===== config.mk =====
export PLATFORM = sky130hd
export DESIGN_NAME = ws2812b_rx_flat
export DESIGN_NICKNAME = d
export VERILOG_FILES = /design/src/rtl/ws2812b_rx_pkg.sv /design/src/rtl/ws2812b_rx_if.sv /design/src/rtl/ws2812b_rx_sync_2ff.sv /design/src/rtl/ws2812b_rx.sv /design/src/flat_wrapper.sv
export SDC_FILE = /design/constraint.sdc
export NUM_CORES = 1
export LEC_CHECK = 0
export BUFFER_PORTS_ARGS = -buffer_cell sky130_fd_sc_hd__clkbuf_2
export CAP_MARGIN = 20
export CORE_ASPECT_RATIO = 0.75
export CORE_MARGIN = 2
export CORE_UTILIZATION = 55
export DETAILED_ROUTE_END_ITERATION = 8
export HOLD_SLACK_MARGIN = 0.15
export PLACE_DENSITY_LB_ADDON = 0.05
export SYNTH_ARGS = -nofsm -noshare
export SYNTH_HDL_FRONTEND = slang
export SYNTH_SLANG_ARGS = --single-unit

===== constraint.sdc =====
create_clock -name clk -period 2.55 [get_ports clk]
set_clock_uncertainty 0.2 [all_clocks]
set_input_delay 0.3825 -clock clk [delete_from_list [all_inputs] [get_ports clk]]
set_output_delay 0.3825 -clock clk [all_outputs]
set_load 0.1 [all_outputs]

===== src/rtl/ws2812b_rx_pkg.sv =====
// Shared WS2812B line constants and receiver state encoding.
// Latency: n/a (package). Backpressure: n/a.
// Contents: transmitter bit timings (cycles at 20 MHz), word width, receiver FSM states.
package ws2812b_pkg;

  // Bit timings used by the transmitter; high/low cycle counts at 20 MHz.
  localparam int T0H     = 8;
  localparam int T1H     = 16;
  localparam int T0L     = 17;
  localparam int T1L     = 9;
  localparam int T_LATCH = 1000;

  localparam int WORD_W  = 24;

  typedef enum logic [1:0] {
    SYNC = 2'd0,
    IDLE = 2'd1,
    HIGH = 2'd2,
    LOW  = 2'd3
  } rx_state_e;

endpackage


===== src/rtl/ws2812b_rx_if.sv =====
// Decoded-word stream plus status pulses leaving the WS2812B receiver.
// Latency: n/a (wiring). Backpressure: valid/ready on data_out.
// Ports: data_out/valid/ready word stream; latch/error/overrun one-cycle pulses.
interface ws2812b_rx_if;
  import ws2812b_pkg::*;

  logic [WORD_W-1:0] data_out;
  logic              valid;
  logic              ready;
  logic              latch;
  logic              error;
  logic              overrun;

  modport master (output data_out, valid, latch, error, overrun, input ready);
  modport slave  (input data_out, valid, latch, error, overrun, output ready);
endinterface


===== src/rtl/ws2812b_rx_sync_2ff.sv =====
// Two-flop synchronizer for a single asynchronous bit.
// Latency: 2 clk edges. Backpressure: none.
// Ports: clk, reset (async active-high), d (async in), q (synchronized out).
module sync_2ff (
  input  logic clk,
  input  logic reset,
  input  logic d,
  output logic q
);
  logic meta;

  always_ff @(posedge clk or posedge reset) begin
    if (reset) begin
      meta <= 1'b0;
      q    <= 1'b0;
    end else begin
      meta <= d;
      q    <= meta;
    end
  end
endmodule


===== src/rtl/ws2812b_rx.sv =====
// WS2812B serial decoder: 24-bit GRB words MSB first, latch-gap and framing-error detection.
// Latency: valid rises on the 3rd clk edge after din falls for the 24th bit.
// Backpressure: data_out held while valid & !ready; a word completing then is dropped (overrun).
// Ports: clk, reset (async active-high), din (async serial in), rx (master stream + status pulses).
module ws2812b_rx
  import ws2812b_pkg::*;
#(
  parameter int CLOCK_RATE   = 20000000,
  parameter int T_MIN_HIGH   = 3,
  parameter int T_BIT_THRESH = 12,
  parameter int T_MAX_HIGH   = 40,
  parameter int T_LATCH      = ws2812b_pkg::T_LATCH
) (
  input  logic         clk,
  input  logic         reset,
  input  logic         din,
  ws2812b_rx_if.master rx
);

  if (CLOCK_RATE < 1 || T_MIN_HIGH < 1 || T_BIT_THRESH <= T_MIN_HIGH ||
      T_MAX_HIGH <= T_BIT_THRESH || T_LATCH <= T_MAX_HIGH) begin : g_bad_params
    $error("ws2812b_rx: inconsistent timing parameters");
  end

  localparam int CW = $clog2(T_LATCH + 1);
  // "reaches N" is tested on the cycle whose increment would make the count N.
  localparam logic [CW-1:0] LATCH_LAST = CW'(T_LATCH - 1);
  localparam logic [CW-1:0] MAX_LAST   = CW'(T_MAX_HIGH - 1);
  localparam logic [CW-1:0] MIN_HIGH   = CW'(T_MIN_HIGH);
  localparam logic [CW-1:0] BIT_THRESH = CW'(T_BIT_THRESH);
  localparam logic [CW-1:0] CNT_ONE    = CW'(1);
  localparam logic [4:0]    LAST_BIT   = 5'(WORD_W - 1);

  logic              din_s;
  rx_state_e         state;
  logic [CW-1:0]     cnt;        // shared by SYNC gap, high time and low time
  logic [WORD_W-2:0] shift;      // first 23 bits; the 24th goes straight to data_out
  logic [4:0]        bit_cnt;
  logic [WORD_W-1:0] data_q;
  logic              valid_q, latch_q, error_q, overrun_q;
  logic              bit_val;

  sync_2ff u_sync (.clk(clk), .reset(reset), .d(din), .q(din_s));

  assign bit_val = (cnt >= BIT_THRESH);

  always_ff @(posedge clk or posedge reset) begin
    if (reset) begin
      state     <= SYNC;
      cnt       <= '0;
      shift     <= '0;
      bit_cnt   <= '0;
      data_q    <= '0;
      valid_q   <= 1'b0;
      latch_q   <= 1'b0;
      error_q   <= 1'b0;
      overrun_q <= 1'b0;
    end else begin
      latch_q   <= 1'b0;
      error_q   <= 1'b0;
      overrun_q <= 1'b0;
      if (valid_q && rx.ready) valid_q <= 1'b0;

      case (state)
        // Wait for a full latch gap before trusting bit boundaries.
        SYNC: begin
          if (din_s) begin
            cnt <= '0;
          end else if (cnt == LATCH_LAST) begin
            cnt   <= '0;
            state <= IDLE;
          end else begin
            cnt <= cnt + CNT_ONE;
          end
        end

        IDLE: begin
          if (din_s) begin
            cnt   <= CNT_ONE;
            state <= HIGH;
          end
        end

        HIGH: begin
          if (din_s) begin
            if (cnt == MAX_LAST) begin
              error_q <= 1'b1;
              cnt     <= '0;
              bit_cnt <= '0;
              state   <= SYNC;
            end else begin
              cnt <= cnt + CNT_ONE;
            end
          end else if (cnt < MIN_HIGH) begin
            error_q <= 1'b1;
            cnt     <= '0;
            bit_cnt <= '0;
            state   <= SYNC;
          end else begin
            cnt   <= CNT_ONE;
            state <= LOW;
            if (bit_cnt == LAST_BIT) begin
              bit_cnt <= '0;
              // An acceptance on this same edge frees the slot for the new word.
              if (!valid_q || rx.ready) begin
                data_q  <= {shift, bit_val};
                valid_q <= 1'b1;
              end else begin
                overrun_q <= 1'b1;
              end
            end else begin
              shift   <= {shift[WORD_W-3:0], bit_val};
              bit_cnt <= bit_cnt + 5'd1;
            end
          end
        end

        LOW: begin
          if (din_s) begin
            cnt   <= CNT_ONE;
            state <= HIGH;
          end else if (cnt == LATCH_LAST) begin
            latch_q <= 1'b1;
            error_q <= (bit_cnt != 5'd0);
            bit_cnt <= '0;
            cnt     <= '0;
            state   <= IDLE;
          end else begin
            cnt <= cnt + CNT_ONE;
          end
        end

        default: state <= SYNC;
      endcase
    end
  end

  assign rx.data_out = data_q;
  assign rx.valid    = valid_q;
  assign rx.latch    = latch_q;
  assign rx.error    = error_q;
  assign rx.overrun  = overrun_q;

endmodule


===== src/flat_wrapper.sv =====
// flat-port wrapper written by rule: the top's interface ports become plain ports
module ws2812b_rx_flat import ws2812b_pkg::*;
#(
  parameter int CLOCK_RATE   = 20000000,
  parameter int T_MIN_HIGH   = 3,
  parameter int T_BIT_THRESH = 12,
  parameter int T_MAX_HIGH   = 40,
  parameter int T_LATCH      = ws2812b_pkg::T_LATCH
)
  (clk, reset, din, rx_data_out, rx_valid, rx_latch, rx_error, rx_overrun, rx_ready);
  ws2812b_rx_if rx_i ();
  input  logic clk;
  input  logic reset;
  input  logic din;
  output wire logic [$bits(rx_i.data_out)-1:0] rx_data_out;
  output wire logic [$bits(rx_i.valid)-1:0] rx_valid;
  output wire logic [$bits(rx_i.latch)-1:0] rx_latch;
  output wire logic [$bits(rx_i.error)-1:0] rx_error;
  output wire logic [$bits(rx_i.overrun)-1:0] rx_overrun;
  input wire logic [$bits(rx_i.ready)-1:0] rx_ready;
  assign rx_data_out = rx_i.data_out;
  assign rx_valid = rx_i.valid;
  assign rx_latch = rx_i.latch;
  assign rx_error = rx_i.error;
  assign rx_overrun = rx_i.overrun;
  assign rx_i.ready = rx_ready;
  ws2812b_rx #(.CLOCK_RATE(CLOCK_RATE), .T_MIN_HIGH(T_MIN_HIGH), .T_BIT_THRESH(T_BIT_THRESH), .T_MAX_HIGH(T_MAX_HIGH), .T_LATCH(T_LATCH)) u_core (.clk(clk), .reset(reset), .din(din), .rx(rx_i));
endmodule

==> results of run 1 <==
through the flow:
stage          utilization, %  hold slack (ns)  power, mW  instances  instance area [µm²]
3_5_place_dp             61.8            0.139       1.22        360                 3560
3_3_place_gp             61.8            0.136       1.22        360                 3560
4_1_cts                  65.4            0.157       2.09        378                 3770
6_report                 65.4            0.152       2.05        378                 3770
5_1_grt                  65.4            0.174       2.14        378                 3770
2_1_floorplan               -            0.131       1.19        245                 3250
cells in the mapped netlist (5+ instances only):
cell,instances
dfrtp_1,70
mux2_4,20
mux2_2,19
nand2_1,10
nor2_1,10
nor3_1,10
mux2_1,9
inv_1,8
nor4_1,6
xnor2_1,6
buf_6,5
nand3_1,5
nor3b_1,5
o21ai_0,5
o31ai_1,5
area by class of cell:
cell class / count / area [µm²]
Fill cell: 459 / 1990
Timing Repair Buffer: 50 / 353
Clock inverter: 6 / 62.6
Multi-Input combinational cell: 156 / 1350
Clock buffer: 10 / 128
Tap cell: 78 / 97.6
Inverter: 8 / 30.0
Sequential cell: 70 / 1750
how the worst min path moves through the flow:
stage / startpoint / slack (ns) / cells after the start / endpoint
2_1_floorplan: u_core.u_sync.meta / 0.13 / 0 / u_core.u_sync.q
3_3_place_gp: u_core.u_sync.meta / 0.14 / 0 / u_core.u_sync.q
3_5_place_dp: u_core.u_sync.meta / 0.14 / 0 / u_core.u_sync.q
4_1_cts: u_core.u_sync.meta / 0.16 / 0 / u_core.u_sync.q
5_1_grt: u_core.u_sync.meta / 0.17 / 0 / u_core.u_sync.q
6_report: u_core.u_sync.meta / 0.15 / 0 / u_core.u_sync.q
layer usage:
layer  track usage (%)  wire, µm
met1              31.5      2970
met3              6.28       358
met5                 0         0
met4              7.84        88
met2              26.9      2570
logic make-up after synthesis:
group,after synthesis
xor gates and xnor gates,7
adders and majority gates,4
buffers and inverters,19
muxes,49
DFF,70
and+or+nand+nor,67
AOI/OAI and AO/OA,29
flip-flops by register name (all words and copies together), names as in the netlist:
| signal | count |
|---|---|
| u_core.rx.data_out | 24 |
| u_core.shift | 23 |
| u_core.cnt | 10 |
| u_core.bit_cnt | 5 |
| u_core.state | 2 |
| u_core.rx.error | 1 |
| u_core.rx.latch | 1 |
| u_core.rx.overrun | 1 |
| u_core.rx.valid | 1 |
| u_core.u_sync.meta | 1 |
| u_core.u_sync.q | 1 |
cell usage in the layout, fill, tap and decap left out, types with 4 or more instances in the layout:
master	synthesis	final
nand3_1	5	5
nor3_1	10	10
mux2_4	20	20
a21oi_1	4	4
nor2_1	10	10
nand2_1	10	10
nor3b_1	5	5
mux2_1	9	9
inv_1	8	7
clkbuf_2	0	31
mux2_2	19	19
xnor2_1	6	6
clkbuf_8	0	9
buf_4	1	13
dfrtp_1	70	70
o31ai_1	5	5
o21ai_0	5	5
nor4_1	6	6
buf_12	2	4
ha_1	4	4
power by group through the flow:
| stage | registers (mW) | logic (mW) | clock network (mW) |
|---|---|---|---|
| after detailed placement | 1.14 | 0.0747 | 0 |
| final | 1.12 | 0.0759 | 0.856 |
| after global routing | 1.12 | 0.0869 | 0.934 |
| after global placement | 1.14 | 0.0746 | 0 |
| after CTS | 1.12 | 0.0776 | 0.889 |
| after floorplan | 1.14 | 0.0484 | 0 |
==> impl_results.md, run 1 <==
* Simple-gate portion of the synthesized area at 11.8%
* RR Endpoint: u_core.rx.data_out[21]
* Syn avg cell area at 13.3 µm²
* Worst Path Required at 2.58 ns
* Max cap viols at 0
* Compound-gate portion of the synthesized area at 7.05%
* Worst Setup EP: u_core.rx.data_out[21]
* Worst min path class: flop to flop
* Ys flop type: dfrtp_1
* Pint at 1.59 mW
* Fin. Hold Viols at 0
* Hold bufs inserted after CTS at 2
* Vias in the first global route at 1994
* Die height at 70.6 µm
* Layout cells sized above 1 at 37.7%
* Total track usage at 20.4%
* Post-CTS Repair Setup Buffers at 0
* CORE AREA at 5770 µm²
* Clock Latency Late Sink at 0.34 ns
* Ordered list of cells on the worst path: ha_1 > or3_1 > o31a_1 > nand3_4 > buf_12 > mux2_2
* Syn Inst Count at 245
* ANT nets after route at 0
* H-Tree Depth at 3
* Slowest Stage Delay on Critical Path at 0.42 ns
* Drt wl/cell at 15.8 µm
* Clock Sinks at 70
* Resize count post-CTS at 0
* Fin crit share at 94.0%
* WS Path Type: flop to flop
* Synth cell types at 49
* Status: completed
* Initial antenna violation count at 0
* Power Dens Cells at 545 nW/µm²
* Mapped Area at 3250 µm²
* 1st-iter DRT viols at 124
* Dominant cells by area after synthesis: dfrtp_1 (54%), mux2_4 (9.2%), mux2_2 (6.6%)
* Fmax at 0.417 GHz
* Net count, final at 303
* Slew @ Worst Pin at 0.588 ns
* CTS root buffer: clkbuf_8
* Register share of total power at 54.6%
* LEAKAGE at 1.97 nW
* Final WS setup at 0.152 ns
* R2r startpoint: u_core.cnt[0]
* Final setup vio count at 0
* Critical path depth at 6
* Syn. warnings at 0
* Combinational share of power at 3.7%
* Pin count of the biggest net entering global routing at 45
* RSZ-0062 raised after global routing: false
* Maximum fanout along the worst path at 9
* Switching Share at 22.5%
* Via count at 2082
* Num CTS Buffers at 9
* First-pass GRT wire length at 10.1 mm
* Sequential-to-total area share from yosys stat at 53.9%
* Yosys top cell by area: dfrtp_1
* NetSw at 0.463 mW
* Setup TNS at 0 ns
* Adder-cell share of the synthesized area at 1.54%
* Startpoint Class: flop
* Peak supply drop at 0.000384 V
* Post-synth ARST share at 100%
* Inserted Diodes at 0
* Clock power share at 41.7%
* Post-DP HPWL at 4.26 mm
* Reg clk slew, reported paths at 0.07 ns
* Initial core utilization at 56.3%
* Yosys top cell area share at 53.9%
* Via density at 5.51
* FF+latch count, synth at 70
* Buffers & Inverters on Critical Path at 1
* Grt total ovfl at 0
* Top delay family on crit path: simple AND/OR/NAND/NOR gates
* DRC at 0
* Worst-case clock buffer depth at 2
* CTS tree: done
* Die width at 92.7 µm
* Slew headroom at 60.8%
* Post-synth EDFFs at 0
* Worst EP arrival at 2.43 ns
* Synth-to-Final Area Change at 16.1%
* Xor/xnor share of the synthesized area at 1.89%
* DRT Pass-1 Iters at 4
* Largest family of logic cells by synthesized area: multiplexers
* Crit end category: flop
* Worst path slowest cell: dfrtp_1
* Multiplexer area fraction after synthesis at 19.3%
* Full die area at 6540 µm²
* Wirelength, routed at 5.99 mm
* Dpl ws at 0.159 ns
* Worst Setup SP: u_core.cnt[0]
* FF-to-FF setup slack at 0.15 ns
* Input/output buffers at 31
* I/O pins at 32
* Post-layout min period at 2.40 ns
* Syn_nets at 253
* Site Rows at 24
* R2R depth at 6
* Slew Limit Fails at 0
* RD Place Congestion at 0.836
No activity file was read; power rests on OpenSTA's default activity.
==> run 2, diff against run 1 <==
--- a/config.mk
+++ b/config.mk
@@ -5,6 +5,7 @@
 export SDC_FILE = /design/constraint.sdc
 export NUM_CORES = 1
 export LEC_CHECK = 0
+export ABC_AREA = 1
 export BUFFER_PORTS_ARGS = -buffer_cell sky130_fd_sc_hd__clkbuf_2
 export CAP_MARGIN = 20
 export CORE_ASPECT_RATIO = 0.75
@@ -13,6 +14,7 @@
 export DETAILED_ROUTE_END_ITERATION = 8
 export HOLD_SLACK_MARGIN = 0.15
 export PLACE_DENSITY_LB_ADDON = 0.05
+export SETUP_SLACK_MARGIN = 0.3
 export SYNTH_ARGS = -nofsm -noshare
 export SYNTH_HDL_FRONTEND = slang
 export SYNTH_SLANG_ARGS = --single-unit
==> run 2 against run 1 <==
Compared with the run above: wire length is 11% higher; register-to-register slack gained 0.31 ns; total power rose by 6.8%; sequential cell count unchanged; synthesized area up 0.35%; largest cell class unchanged; cell area rose by 1.4%; global-route usage increased by 1.8 points; worst hold slack better by 0.0048 ns; via count up 30%; fmax up 15%; die area is 0.34% higher.
==> impl_results.md, run 2 <==
* Syn_nets at 405 (was 253)
* RSZ-0062 raised after global routing: true (was false)
* FF+latch count, synth at 70 (unchanged)
* Synth-to-Final Area Change at 17.3% (was 16.1%)
* FF-to-FF setup slack at 0.46 ns (was 0.15 ns)
* Hold WS at 0.157 ns (was 0.152 ns)
* Die height at 70.7 µm (was 70.6 µm)
* Final WS setup at 0.460 ns (was 0.152 ns)
* Largest register FFs at 24 (unchanged)
* Die width at 92.9 µm (was 92.7 µm)
* Initial antenna violation count at 0 (unchanged)
* Power Dens Cells at 574 nW/µm² (was 545 nW/µm²)
* Synth cell types at 24 (was 49)
* Total power draw at 2.19 mW (was 2.05 mW)
* Startpoint Class: flop (unchanged)
* Clock Latency Late Sink at 0.35 ns (was 0.34 ns)
* Grt total ovfl at 0 (unchanged)
* Placed Cells incl. Taps at 495 (was 360)
* Num CTS Buffers at 9 (unchanged)
* Setup TNS at 0 ns (unchanged)
* Worst min path class: flop to flop (unchanged)
* Pin count of the biggest net entering global routing at 48 (was 45)
* First-pass GRT wire length at 11.4 mm (was 10.1 mm)
* Drt wl/cell at 12.9 µm (was 15.8 µm)
* Site Rows at 24 (unchanged)
* Peak supply drop at 0.000411 V (was 0.000384 V)
* Full die area at 6560 µm² (was 6540 µm²)
* WS Path Type: flop to flop (unchanged)
* 1st-iter DRT viols at 194 (was 124)
* Fmax at 0.478 GHz (was 0.417 GHz)
* Initial core utilization at 56.5% (was 56.3%)
* CTS tree: done (unchanged)
* Max cap viols at 0 (unchanged)
* Total track usage at 22.2% (was 20.4%)
* Yosys top cell by area: dfrtp_1 (unchanged)
* Net count, final at 443 (was 303)
* Most common cell in the synthesized netlist: nand2_1 (was dfrtp_1)
* DRC at 0 (unchanged)
* Fin crit share at 82.0% (was 94.0%)
* Layout cells sized above 1 at 15.9% (was 37.7%)
* LEAKAGE at 2.15 nW (was 1.97 nW)
* Post-Route Utilization at 66.3% (was 65.4%)
* Syn. warnings at 0 (unchanged)
* Slew @ Worst Pin at 0.542 ns (was 0.588 ns)
* Worst Path Required at 2.63 ns (was 2.58 ns)
* Inserted Diodes at 0 (unchanged)
* Worst EP arrival at 2.17 ns (was 2.43 ns)
* Post-layout min period at 2.09 ns (was 2.40 ns)
* CTS root buffer: clkbuf_8 (unchanged)
* R2R depth at 8 (was 6)
* Syn avg cell area at 8.21 µm² (was 13.3 µm²)
* Maximum fanout along the worst path at 23 (was 9)
* Post-DP Area at 3480 µm² (was 3560 µm²)
* DRT Pass-1 Iters at 4 (unchanged)
* Input/output buffers at 31 (unchanged)
* Post-synth ARST share at 100% (unchanged)
* H-Tree Depth at 3 (unchanged)
* Final instance area at 3820 µm² (was 3770 µm²)
* Post-DP HPWL at 4.29 mm (was 4.26 mm)
* Ys flop type: dfrtp_1 (unchanged)
* RD Place Congestion at 0.852 (was 0.836)
* Clock Sinks at 70 (unchanged)
* Via count at 2706 (was 2082)
* CORE AREA at 5770 µm² (unchanged)
* Yosys top cell area share at 53.7% (was 53.9%)
* Worst-case clock buffer depth at 2 (unchanged)
* Vias in the first global route at 2522 (was 1994)
* Non-filler cells in the finished layout at 518 (was 378)
* Via density at 5.22 (was 5.51)
* Wirelength, routed at 6.67 mm (was 5.99 mm)
* Post-synth top cells: nand2_1 (145), dfrtp_1 (70), o21ai_0 (33) (was dfrtp_1 (70), mux2_4 (20), mux2_2 (19))
* Mapped Area at 3260 µm² (was 3250 µm²)
* Dominant cells by area after synthesis: dfrtp_1 (54%), nand2_1 (17%), nand4_1 (6.0%) (was dfrtp_1 (54%), mux2_4 (9.2%), mux2_2 (6.6%))
* Most common cell after layout, fill and taps aside: nand2_1 (was dfrtp_1)
* Slew Limit Fails at 0 (unchanged)
* Reg clk slew, reported paths at 0.08 ns (was 0.07 ns)
* Crit end category: flop (unchanged)
* ANT nets after route at 0 (unchanged)
* Post-synth EDFFs at 0 (unchanged)
* Final setup vio count at 0 (unchanged)
* Commonest cells after routing, fill and taps aside: nand2_1 (145), dfrtp_1 (70), o21ai_0 (33), nand4_1 (31), clkbuf_2 (31) (was dfrtp_1 (70), clkbuf_2 (31), mux2_4 (20), mux2_2 (19), buf_4 (13))
* Sequential-to-total area share from yosys stat at 53.7% (was 53.9%)
* Dpl ws at 0.170 ns (was 0.159 ns)
* Syn Inst Count at 397 (was 245)
* WHS Path Cells at 0 (unchanged)
* Slew headroom at 64.0% (was 60.8%)
* I/O pins at 32 (unchanged)
* Fin. Hold Viols at 0 (unchanged)
* Status: completed (unchanged)
==> run 2: repair_timing <==
item,4_1_cts,5_1_grt
pin swaps,0,2
resized for setup,1,5
hold buffers,3,0
hold endpoints to repair,46,0
cloned,0,1
endpoints found under the setup margin,24,47
buffers inserted,0,3
==> run 2: routing by layer <==
metal	wire length [µm]	up-vias	GRT usage [%]	part of all wire (%)
met3	313	12	7.24	4.7
li1	-	1378	-	-
met5	0	-	0	0
met4	89	0	7.19	1.3
met2	3190	63	34.9	48
met1	3070	1253	29.5	46
==> run 2: critical path, cell delays in order (launching register included) <==
cell     delay (ns)
dfrtp_1        0.44
ha_1           0.25
nand2_1        0.16
nor3_4         0.07
buf_12         0.15
buf_4          0.13
nor2_4         0.41
nand2_1        0.12
nand2_1        0.10
==> run 2: power breakdown <==
| part | total (mW) | internal (mW) | switching, mW |
|---|---|---|---|
| logic | 0.0687 | 0.0190 | 0.0497 |
| registers | 1.12 | 1.11 | 0.00510 |
| clock network | 1.01 | 0.564 | 0.441 |
| total | 2.19 | 1.70 | 0.496 |
==> run 2: cell families (layout without fill, tap and decap cells) <==
group | count (synthesis) | in the layout | share of synthesized area (%)
and+or+nand+nor | 227 | 228 | 30.8
buffers and inverters | 49 | 91 | 6.37
xor gates and xnor gates | 1 | 1 | 0.269
adders and majority gates | 4 | 4 | 1.54
AOI/OAI and AO/OA | 46 | 46 | 7.26
DFF | 70 | 70 | 53.7
==> run 2: final cells by class <==
cell class,instances,area [µm²]
fillers,478,1940
well taps,78,97.6
flip-flops and latches,70,1750
clock inverters,7,104
inverters,33,130
clock buffers,9,124
multi-input cells,279,1330
repair buffers,42,287
==> run 2: path summary, 6_finish.rpt <==
kind                                          from                     end
worst min register to register  u_core.u_sync.meta         u_core.u_sync.q
worst max register to register   u_core.bit_cnt[0]         u_core.shift[5]
worst min-delay path            u_core.u_sync.meta         u_core.u_sync.q
worst max-delay path             u_core.bit_cnt[0]         u_core.shift[5]
min in group asynchronous                    reset  u_core.rx.data_out[23]
max in group asynchronous                    reset       u_core.bit_cnt[1]
